<file path="config.mk">
export PLATFORM = sky130hd
export DESIGN_NAME = module_keypad_scan
export DESIGN_NICKNAME = d
export VERILOG_FILES = /design/src/rtl/module_keypad_pkg.sv /design/src/rtl/module_sync2.sv /design/src/rtl/module_keypad_scan.sv
export SDC_FILE = /design/constraint.sdc
export NUM_CORES = 1
export LEC_CHECK = 0
export CAP_MARGIN = 20
export CORE_MARGIN = 5
export CORE_UTILIZATION = 45
export CTS_CLUSTER_SIZE = 25
export DETAILED_ROUTE_END_ITERATION = 8
export PLACE_DENSITY = 0.67
export SYNTH_ARGS = -nofsm -noshare
export SYNTH_HDL_FRONTEND = slang
export SYNTH_SLANG_ARGS = --single-unit
</file>
<file path="constraint.sdc">
create_clock -name clk -period 2.8 [get_ports clk]
set_clock_uncertainty 0.1 [all_clocks]
set_input_delay 0.56 -clock clk [delete_from_list [all_inputs] [get_ports clk]]
set_output_delay 0.56 -clock clk [all_outputs]
set_load 0.005 [all_outputs]
</file>
<file path="src/rtl/module_keypad_pkg.sv">
// Shared types and constants for the 4x4 keypad scanner.
// Helpers decode active-low row/column vectors.
package module_keypad_pkg;
  localparam int ROWS   = 4;
  localparam int COLS   = 4;
  localparam int CODE_W = 4;
  localparam logic [COLS-1:0] COL_INIT = 4'b1110;

  typedef enum logic [1:0] {SCAN, DEBOUNCE, HOLD, RELEASE} state_e;

  function automatic logic [3:0] sat_inc(input logic [3:0] v);
    return (v == 4'hF) ? v : v + 4'd1;
  endfunction

  // Index of the lowest zero bit; only meaningful when exactly one bit is low.
  function automatic logic [1:0] low_idx(input logic [3:0] v);
    logic [1:0] idx;
    idx = 2'd0;
    for (int i = 3; i >= 0; i--)
      if (!v[i]) idx = i[1:0];
    return idx;
  endfunction

  function automatic logic one_low(input logic [3:0] v);
    logic [3:0] l;
    l = ~v;
    return (l != 4'd0) && ((l & (l - 4'd1)) == 4'd0);
  endfunction
endpackage

</file>
<file path="src/rtl/module_sync2.sv">
// Generic-width two-flop synchronizer with async active-high reset to RST_VAL.
module module_sync2 #(
  parameter int         W       = 1,
  parameter logic [W-1:0] RST_VAL = '1
) (
  input  logic         clk,
  input  logic         rst,
  input  logic [W-1:0] d,
  output logic [W-1:0] q
);
  logic [W-1:0] meta_q, sync_q;

  always_ff @(posedge clk or posedge rst) begin
    if (rst) begin
      meta_q <= RST_VAL;
      sync_q <= RST_VAL;
    end else begin
      meta_q <= d;
      sync_q <= meta_q;
    end
  end

  assign q = sync_q;
endmodule

</file>
<file path="src/rtl/module_keypad_scan.sv">
// 4x4 matrix keypad scanner: column rotation, debounce, release tracking and
// a valid/ack handshake, all paced by rising edges of the external f square wave.
module module_keypad_scan
  import module_keypad_pkg::*;
#(
  parameter int DEBOUNCE_N = 4
) (
  input  logic              clk,
  input  logic              rst,
  input  logic              f,
  input  logic [ROWS-1:0]   row_in,
  input  logic              key_ack,
  output logic [COLS-1:0]   col_out,
  output logic [CODE_W-1:0] key_code,
  output logic              key_valid,
  output logic              key_overrun
);
  localparam logic [3:0] CNT_LAST = 4'(DEBOUNCE_N - 1);

  logic [ROWS-1:0] rows_s;
  logic            f_s;
  logic            scan_en;

  module_sync2 #(.W(ROWS), .RST_VAL(4'hF)) u_sync_rows (
    .clk(clk), .rst(rst), .d(row_in), .q(rows_s)
  );

  module_sync2 #(.W(1), .RST_VAL(1'b1)) u_sync_f (
    .clk(clk), .rst(rst), .d(f), .q(f_s)
  );

  state_e            state_q, state_d;
  logic [COLS-1:0]   col_q, col_d;
  logic [3:0]        cnt_q, cnt_d;
  logic [1:0]        row_idx_q, row_idx_d;
  logic [1:0]        col_idx_q, col_idx_d;
  logic [CODE_W-1:0] code_q, code_d;
  logic              valid_q, valid_d;
  logic              ovr_q, ovr_d;
  logic              f_prev_q, f_prev_d;
  logic              accept;
  logic              same_key;

  assign scan_en  = f_s & ~f_prev_q;
  assign same_key = one_low(rows_s) && (low_idx(rows_s) == row_idx_q);

  always_comb begin
    state_d   = state_q;
    col_d     = col_q;
    cnt_d     = cnt_q;
    row_idx_d = row_idx_q;
    col_idx_d = col_idx_q;
    code_d    = code_q;
    valid_d   = valid_q;
    ovr_d     = ovr_q;
    f_prev_d  = f_s;
    accept    = 1'b0;

    if (scan_en) begin
      case (state_q)
        SCAN: begin
          if (one_low(rows_s)) begin
            row_idx_d = low_idx(rows_s);
            col_idx_d = low_idx(col_q);
            cnt_d     = 4'd0;
            state_d   = DEBOUNCE;
          end else begin
            col_d = {col_q[COLS-2:0], col_q[COLS-1]};
          end
        end
        DEBOUNCE: begin
          if (same_key) begin
            if (cnt_q == CNT_LAST) begin
              accept  = 1'b1;
              cnt_d   = 4'd0;
              state_d = HOLD;
            end else begin
              cnt_d = sat_inc(cnt_q);
            end
          end else begin
            // Column stays where the bounce was seen; rotation picks up from here.
            cnt_d   = 4'd0;
            state_d = SCAN;
          end
        end
        HOLD: begin
          if (rows_s == 4'hF) begin
            cnt_d   = 4'd0;
            state_d = RELEASE;
          end
        end
        RELEASE: begin
          if (rows_s == 4'hF) begin
            if (cnt_q == CNT_LAST) state_d = SCAN;
            else                   cnt_d   = sat_inc(cnt_q);
          end else begin
            state_d = HOLD;
          end
        end
        default: state_d = SCAN;
      endcase
    end

    // A new acceptance takes priority over an ack landing in the same cycle.
    if (accept) begin
      if (!valid_q || key_ack) begin
        code_d  = {row_idx_q, col_idx_q};
        valid_d = 1'b1;
        ovr_d   = 1'b0;
      end else begin
        ovr_d = 1'b1;
      end
    end else if (key_ack && valid_q) begin
      valid_d = 1'b0;
      ovr_d   = 1'b0;
    end
  end

  always_ff @(posedge clk or posedge rst) begin
    if (rst) begin
      state_q   <= SCAN;
      col_q     <= COL_INIT;
      cnt_q     <= 4'd0;
      row_idx_q <= 2'd0;
      col_idx_q <= 2'd0;
      code_q    <= '0;
      valid_q   <= 1'b0;
      ovr_q     <= 1'b0;
      f_prev_q  <= 1'b1;
    end else begin
      state_q   <= state_d;
      col_q     <= col_d;
      cnt_q     <= cnt_d;
      row_idx_q <= row_idx_d;
      col_idx_q <= col_idx_d;
      code_q    <= code_d;
      valid_q   <= valid_d;
      ovr_q     <= ovr_d;
      f_prev_q  <= f_prev_d;
    end
  end

  assign col_out     = col_q;
  assign key_code    = code_q;
  assign key_valid   = valid_q;
  assign key_overrun = ovr_q;
endmodule

</file>
# Word-level counts from Yosys, hierarchy flattened
# Cells that the tools add are included.
[totals]
regBits = 31
output_inout_bits = 10
input_bits = 8
[classes]
muxes = 32
add_sub_neg = 2
bitwise_logic = 5
reduce_logical = 15
eq_ne = 14
[ops]
columns = ["op", "count"]
rows = [
  ["$mux 2", 14],
  ["$mux 4", 7],
  ["$pmux 4 s4", 1],
  ["$reduce_and 5->1", 2],
  ["$mux 1", 9],
  ["$eq 4x4->1 const B", 2],
  ["$ne 2x2->1 const B", 4],
  ["$pmux 2 s4", 1],
  ["$ne 3x3->1 const B", 2],
  ["$reduce_and 3->1", 2],
  ["$add 4x1->4 const B", 1],
  ["$and 4x4->4", 1],
  ["$eq 2x2->1 const B", 2],
  ["$eq 4x2->1 const B", 1],
  ["$logic_not 4->1", 1],
  ["$not 4->4", 1],
  ["$reduce_and 2->1", 2],
  ["$reduce_bool 4->1", 1],
  ["$sub 4x1->4 const B", 1],
  ["$logic_and 1x1->1", 3],
  ["$eq 2x1->1 const B", 1],
  ["$eq 2x2->1", 1],
  ["$logic_not 2->1", 1],
  ["$ne 2x1->1 const B", 1],
  ["other kinds (5)", 6],
]

# Depth between registers and ports, before layout
# Gate-level depths: netlist of run 1.
[depth]
word_depth = 11
mapped_depth = 6

# Hierarchy
# A second synthesis of run 1 with hierarchy kept.
[hier_totals]
cells_unflattened = 130
area_unflattened_um2 = 1507.7
[by_module_without_submodules]
columns = ["mod", "cells_each", "area_per_inst_um2", "instances", "seq_area_each_um2"]
rows = [
  ["module_keypad_scan", 118, 1237.4, 1, 530.5],
  ["module_sync2 (u_sync_rows)", 9, 214.0, 1, 210.2],
  ["module_sync2 (u_sync_f)", 3, 56.3, 1, 52.6],
]

# Worst setup path before layout of run 1
# OpenSTA, ideal clock, no wires.
[synth_path]
path_type = "register to register"
from = "register u_sync_rows.sync_q[1], in the netlist u_sync_rows.q[1]"
to = "register code_q[0], in the netlist key_code[0]"
setup_slack_ps = 281
arrival_time_ps = 2294
required_time_ps = 2575
stages_incl_launch_ff = 7
synth_period_minus_slack_ps = 2519
path_cell_list = "dfstp_2 -> buf_2 -> or3b_1 -> a211o_1 -> and2_4 -> or4b_4 -> mux2_4"
[synth_via]
elab_chain_cells = 10
word_cells_on_any_way = 14
cone_classes = "add/sub: 1; eq/ne: 1; mux: 5; bitwise: 2; reduce/logical: 5"
[synth_lines]
columns = ["item", "line_no", "source"]
rows = [
  ["start, declared", "module_sync2.sv:11", "logic [W-1:0] meta_q, sync_q;"],
  ["start signal, assigned", "module_sync2.sv:19", "sync_q <= meta_q;"],
  ["$not 4->4", "module_keypad_pkg.sv:26", "l = ~v;"],
  ["$sub 4x1->4", "module_keypad_pkg.sv:27", "return (l != 4'd0) && ((l & (l - 4'd1)) == 4'd0);"],
  ["$and 4x4->4", "module_keypad_pkg.sv:27", ""],
  ["$logic_not 4->1", "module_keypad_pkg.sv:27", ""],
  ["$logic_and 1x1->1", "module_keypad_pkg.sv:27", ""],
  ["$logic_and 1x1->1 (*)", "module_keypad_scan.sv:45", "assign same_key = one_low(rows_s) && (low_idx(rows_s) == row_idx_q);"],
  ["$mux 1 (*)", "module_keypad_scan.sv:72", "if (same_key) begin"],
  ["$mux 1 (*)", "module_keypad_scan.sv:60", "case (state_q)"],
  ["$mux 1 (*)", "module_keypad_scan.sv:59", "if (scan_en) begin"],
  ["$reduce_and 2->1 (no source line) (*)", "-", ""],
  ["end signal, assigned", "module_keypad_scan.sv:136", "code_q <= code_d;"],
  ["end, declared", "module_keypad_scan.sv:37", "logic [CODE_W-1:0] code_q, code_d;"],
]
# Every way passes the cells marked *; elsewhere a longest branch is shown, timed or not.
# A chain may end at the register's enable or synchronous reset.

# Worst setup path in the final report of run 1
[layout_path]
from = "register u_sync_rows.sync_q[1], in the netlist u_sync_rows.q[1]"
to = "register code_q[3], in the netlist key_code[3]"
# Same word-level chain as after synthesis.

==> out/qor.yml, run 1 <==
status:
  status: "finished clean"
layout:
  diodes: 0
  fillers: 253
  instances_no_fill: 176
  regArea_um2: 793
  nNetsFinal: 151
  drive_gt1_share_pct: 23.8
  fin_util_pct: 55.5
  area_growth_pct: 19.9
  multi_input_area_um2: 556
drt:
  ant_nets: 0
  dr.pass1.iters: 4
  route.detailed.wl_per_inst_um: 15.6
  routed_via_density: 5.66
  num_vias: 997
  wl_um: 2750
  drtIter0Drc: 25
  drc: 0
floorplanning:
  io_pins: 18
  placementRows: 20
  die_x_um: 65.6
  start_util_pct: 46.3
  fp.dieArea_mm2: 0.00430
  core_area_mm2: 0.00300
  die_y_um: 65.6
placed_design:
  place_inst: 168
  hpwl_um: 1910
  port_buffers: 17
  place_ws_ns: 0.274
  gp_congestion: 0.792
grt:
  grt_pass1_vias: 1066
  overflow: 0
  grt_max_degree: 32
  grt.total_usage_pct: 15.2
  grt_pass1_wl_um: 4880
  antenna_found_initial: 0
synthesis:
  synth_top_area_share_pct: 30.6
  synth_common_cells: "17 x dfrtp_1, 17 x nand2_1, 14 x dfstp_2"
  synth_edf_count: 0
  synth_seq_area_share_pct: 57.0
  synth_cell_types: 39
  synth_cells: 121
  syn_area_mm2: 0.00139
  syn_nets: 130
  ys.warnings.count: 0
  ys_seq_elements: 31
  avgSynthCellArea_um2: 11.5
  synth-async-reset-ratio_pct: 100
  synth_top_area_cell: "dfrtp_1"
  ys.flop_type: "dfrtp_1"
  synth_area_leaders: "dfrtp_1 31%, dfstp_2 26%, nand2_1 4.6%"
power:
  finalPower_uw: 925
  irDropWorstVdd_mv: 0.282
  p_per_area_mw_per_mm2: 555
  p_leak_nw: 0.726
timing:
  min_period_over_period_pct: 90.7
  setup_ws_ns: 0.259
  slew_violations: 0
  setup_viol: 0
  worst_pin_slew_ns: 0.583
  finalCriticalPeriod_ns: 2.54
  hold_viol_final: 0
  rsz0062_at_grt: "no"
  clock.fmax_ghz: 0.394
  slew_headroom_pct: 60.8
  setup_tns_ns: 0
worst_setup_path:
  critPathMaxFanout: 9
  critical_path_arrival_ns: 2.67
  critical_path_required_ns: 2.93
  worst-setup-path-type: "reg2reg"
  worst-r2r-cell-count: 5
  crit_path_end_kind: "flip-flop"
  worst_setup_path_start_kind: "flip-flop"
cts:
  cts_buffer_depth: 2
  cts_max_level: 2
  clk_latency_ns: 0.34
  ctsResizeCount: 0
  cts_tree: "yes"
  cts-hold-fix-buffers: 0
  root_buffer: "clkbuf_4"
  cts_made_buffers: 5
  path_clk_slew_ns: 0.10
  postCtsSetupBuffers: 0
  cts.sink_count: 31
min_path:
  hp-class: "reg2reg"
  hold_depth: 0
flow_run:
  maxCapViolCount: 0
-- layout by cell type (no fill, tap or decap), types with 2 or more instances in the layout --
cell type	count
inv_1	5
a211o_1	2
clkdlybuf4s50_1	17
nor2_1	4
clkbuf_4	5
nand3_1	6
a21oi_1	3
o21ai_0	9
a22o_1	2
mux2_4	4
nand2b_1	3
mux2_2	4
o211ai_1	2
dfrtp_1	17
nand4_1	2
nor2b_1	2
dfstp_2	14
nand2_1	17
nand4b_1	2
-- worst paths after layout --
check / startpoint / end / slack, ns
min: u_sync_rows.meta_q[2] / u_sync_rows.q[2] / 0.26
min in group asynchronous: rst / state_q[1] / 0.49
min reg2reg: u_sync_rows.meta_q[2] / u_sync_rows.q[2] / 0.26
max in group asynchronous: rst / u_sync_rows.meta_q[2] / 1.79
max reg2reg: u_sync_rows.q[1] / key_code[3] / 0.26
max: u_sync_rows.q[1] / key_code[3] / 0.26
-- per-stage QoR --
step	hold WS, ns	cell area, um2
2_1_floorplan	0.245	1390
3_3_place_gp	0.246	1590
3_5_place_dp	0.247	1590
4_1_cts	0.259	1670
5_1_grt	0.267	1670
6_report	0.259	1670
-- cell families (layout without fill, tap and decap cells) --
group                    after synthesis  in the layout  share of synthesized area [%]
AND/OR/NAND/NOR                       45             45                           17.7
flip-flops                            31             31                           57.0
AO/OA/AOI/OAI                         25             25                           12.4
multiplexers                           9              9                           8.27
buffers and inverters                  9             31                           3.06
adder cells (fa/ha/maj)                1              1                          0.899
XOR/XNOR                               1              1                          0.630
-- worst max-delay path, stage by stage (launching register included) --
cell     delay (ns)
dfstp_2        0.61
or3b_1         0.35
a211o_1        0.33
and2_4         0.16
or4b_4         0.57
mux2_4         0.32
-- area by class of cell --
type,instances,area share (%)
tap,33,2.48
timing repair buffer,18,10.7
sequential,31,47.6
multi-input combinational,81,33.3
clock buffer,5,2.25
clock inverter,3,2.63
inverter,5,1.13
-- per-layer routing --
layer	share of wire [%]	global-route usage, %	routed length, um	up-vias
li1	-	-	-	480
met1	44	18.0	1220	483
met2	49	24.7	1340	27
met3	4.4	4.79	120	7
met4	2.3	7.77	63	0
met5	0	0	0	-
-- state kept, by name, indices dropped and copies added (netlist names), 2 cells and up --
| signal | count |
|---|---|
| cnt_q | 4 |
| key_code | 4 |
| row_idx_q | 2 |
| state_q | 2 |
| u_sync_rows.meta_q | 4 |
| col_idx_q | 2 |
| u_sync_rows.q | 4 |
| col_out | 4 |
-- power breakdown --
group	internal (mW)	leakage, nW	switching (mW)
logic	0.0346	0.300	0.0331
clock network	0.188	0.0452	0.169
registers	0.474	0.381	0.0270
total	0.696	0.726	0.229
No activity file was read; power rests on OpenSTA's default activity.
==> inputs of run 2 (changes only) <==
- clock period: 2.8 -> 3.1 ns (I/O delays scaled with it)
==> run 2 against run 1 <==
Net effect:
- sequential cell count stayed put
- core utilization is essentially flat
- register-to-register slack improved by 0.28 ns
- hold slack better by 0.00073 ns
==> out/qor.yml, run 2 (synthesis results as in run 1) <==
drt:
  wl_um: 2530
  dr.pass1.iters: 4
  num_vias: 970
  route.detailed.wl_per_inst_um: 14.3
  drtIter0Drc: 41
  ant_nets: 0
  drc: 0
  routed_via_density: 5.48
timing:
  setup_viol: 0
  worst_pin_slew_ns: 0.852
  setup_ws_ns: 0.540
  slew_violations: 0
  whs_ns: 0.259
  min_period_over_period_pct: 82.6
  clock.fmax_ghz: 0.391
  hold_viol_final: 0
  rsz0062_at_grt: "no"
  setup_tns_ns: 0
  finalCriticalPeriod_ns: 2.56
  slew_headroom_pct: 43.2
cts:
  path_clk_slew_ns: 0.10
  clk_latency_ns: 0.33
  cts_made_buffers: 5
  cts_buffer_depth: 2
  cts.sink_count: 31
  root_buffer: "clkbuf_4"
  cts_max_level: 2
  cts-hold-fix-buffers: 0
  postCtsSetupBuffers: 0
  ctsResizeCount: 0
  cts_tree: "yes"
worst_setup_path:
  crit_path_end_kind: "flip-flop"
  critPathMaxFanout: 9
  critical_path_required_ns: 3.22
  worst_setup_path_start_kind: "flip-flop"
  critPathTopFamily: "simple AND/OR/NAND/NOR gates"
  critical_path_arrival_ns: 2.68
  max_stage_delay_ns: 0.60
  cp.depth: 5
  crit_slowest_cell: "dfstp_2"
  worst-setup-path-type: "reg2reg"
  cp_cell_sequence: "or3b_1 > a211o_1 > and2_4 > or4b_4 > mux2_4"
  worst-r2r-cell-count: 5
  cp_num_buf_inv: 0
floorplanning:
  placementRows: 20
  start_util_pct: 46.3
  fp.dieArea_mm2: 0.00430
  die_y_um: 65.6
  io_pins: 18
  die_x_um: 65.6
  core_area_mm2: 0.00300
grt:
  grt_pass1_wl_um: 4490
  grt.total_usage_pct: 14.1
  antenna_found_initial: 0
  overflow: 0
  grt_pass1_vias: 1016
  grt_max_degree: 24
placed_design:
  hpwl_um: 1850
  place_inst: 169
  place_ws_ns: 0.555
  port_buffers: 17
  gp_congestion: 0.814
min_path:
  hold_depth: 0
  hp-class: "reg2reg"
power:
  p_per_area_mw_per_mm2: 470
  irDropWorstVdd_mv: 0.315
  p_leak_nw: 0.723
status:
  status: "finished clean"
layout:
  drive_gt1_share_pct: 24.3
  area_growth_pct: 19.8
  nNetsFinal: 152
  final_cell_mix: "17 x nand2_1, 17 x dfrtp_1, 17 x clkdlybuf4s50_1, 14 x dfstp_2, 9 x o21ai_0"
  instances_no_fill: 177
  fillers: 277
  diodes: 0
flow_run:
  maxCapViolCount: 0
==> run 2: changes by cell type in the layout (fill, tap and decap cells not counted) <==
cell / before / now
clkbuf_8: 0 / 2
bufinv_16: 1 / 0
clkinvlp_4: 0 / 1
clkinv_4: 1 / 0
buf_4: 1 / 2
clkinv_2: 1 / 0
==> run 2: path summary, 6_finish.rpt <==
check | end | slack [ns] | startpoint
worst max-delay path | key_code[3] | 0.54 | u_sync_rows.q[1]
worst min-delay path | u_sync_rows.q[1] | 0.26 | u_sync_rows.meta_q[1]
max in group asynchronous | u_sync_rows.meta_q[2] | 1.53 | rst
worst min register to register | u_sync_rows.q[1] | 0.26 | u_sync_rows.meta_q[1]
min in group asynchronous | key_code[2] | 0.66 | rst
worst max register to register | key_code[3] | 0.54 | u_sync_rows.q[1]
==> run 2: through the flow <==
stage | util, % | power, mW | instance area [um2]
floorplan | - | 0.496 | 1390
global placement | 53.1 | 0.518 | 1590
detailed placement | 53.1 | 0.521 | 1590
CTS | 55.5 | 0.794 | 1670
global route | 55.5 | 0.831 | 1670
finish | 55.5 | 0.783 | 1670
==> run 2: final cells by class <==
type | instances | area, um2 | share of cell area, %
multi-input combinational | 81 | 556 | 33.3
sequential | 31 | 793 | 47.6
timing repair buffer | 19 | 185 | 11.1
inverter | 5 | 18.8 | 1.13
clock buffer | 7 | 65.1 | 3.90
clock inverter | 1 | 7.51 | 0.450
tap | 33 | 41.3 | 2.48
==> run 2: report_power, final <==
group	leakage, nW	total [mW]	switching [mW]	internal, mW
clock network	0.0375	0.270	0.137	0.132
registers	0.381	0.451	0.0229	0.428
logic	0.305	0.0625	0.0304	0.0320
total	0.723	0.783	0.191	0.593
==> run 2: routing by layer <==
metal  up-vias  track usage [%]  part of all wire (%)
met4         0             8.55                   1.5
met2        13             23.1                    49
met1       474             16.3                    46
met3         5             3.76                   3.0
li1        478                -                     -
met5         -                0                     0
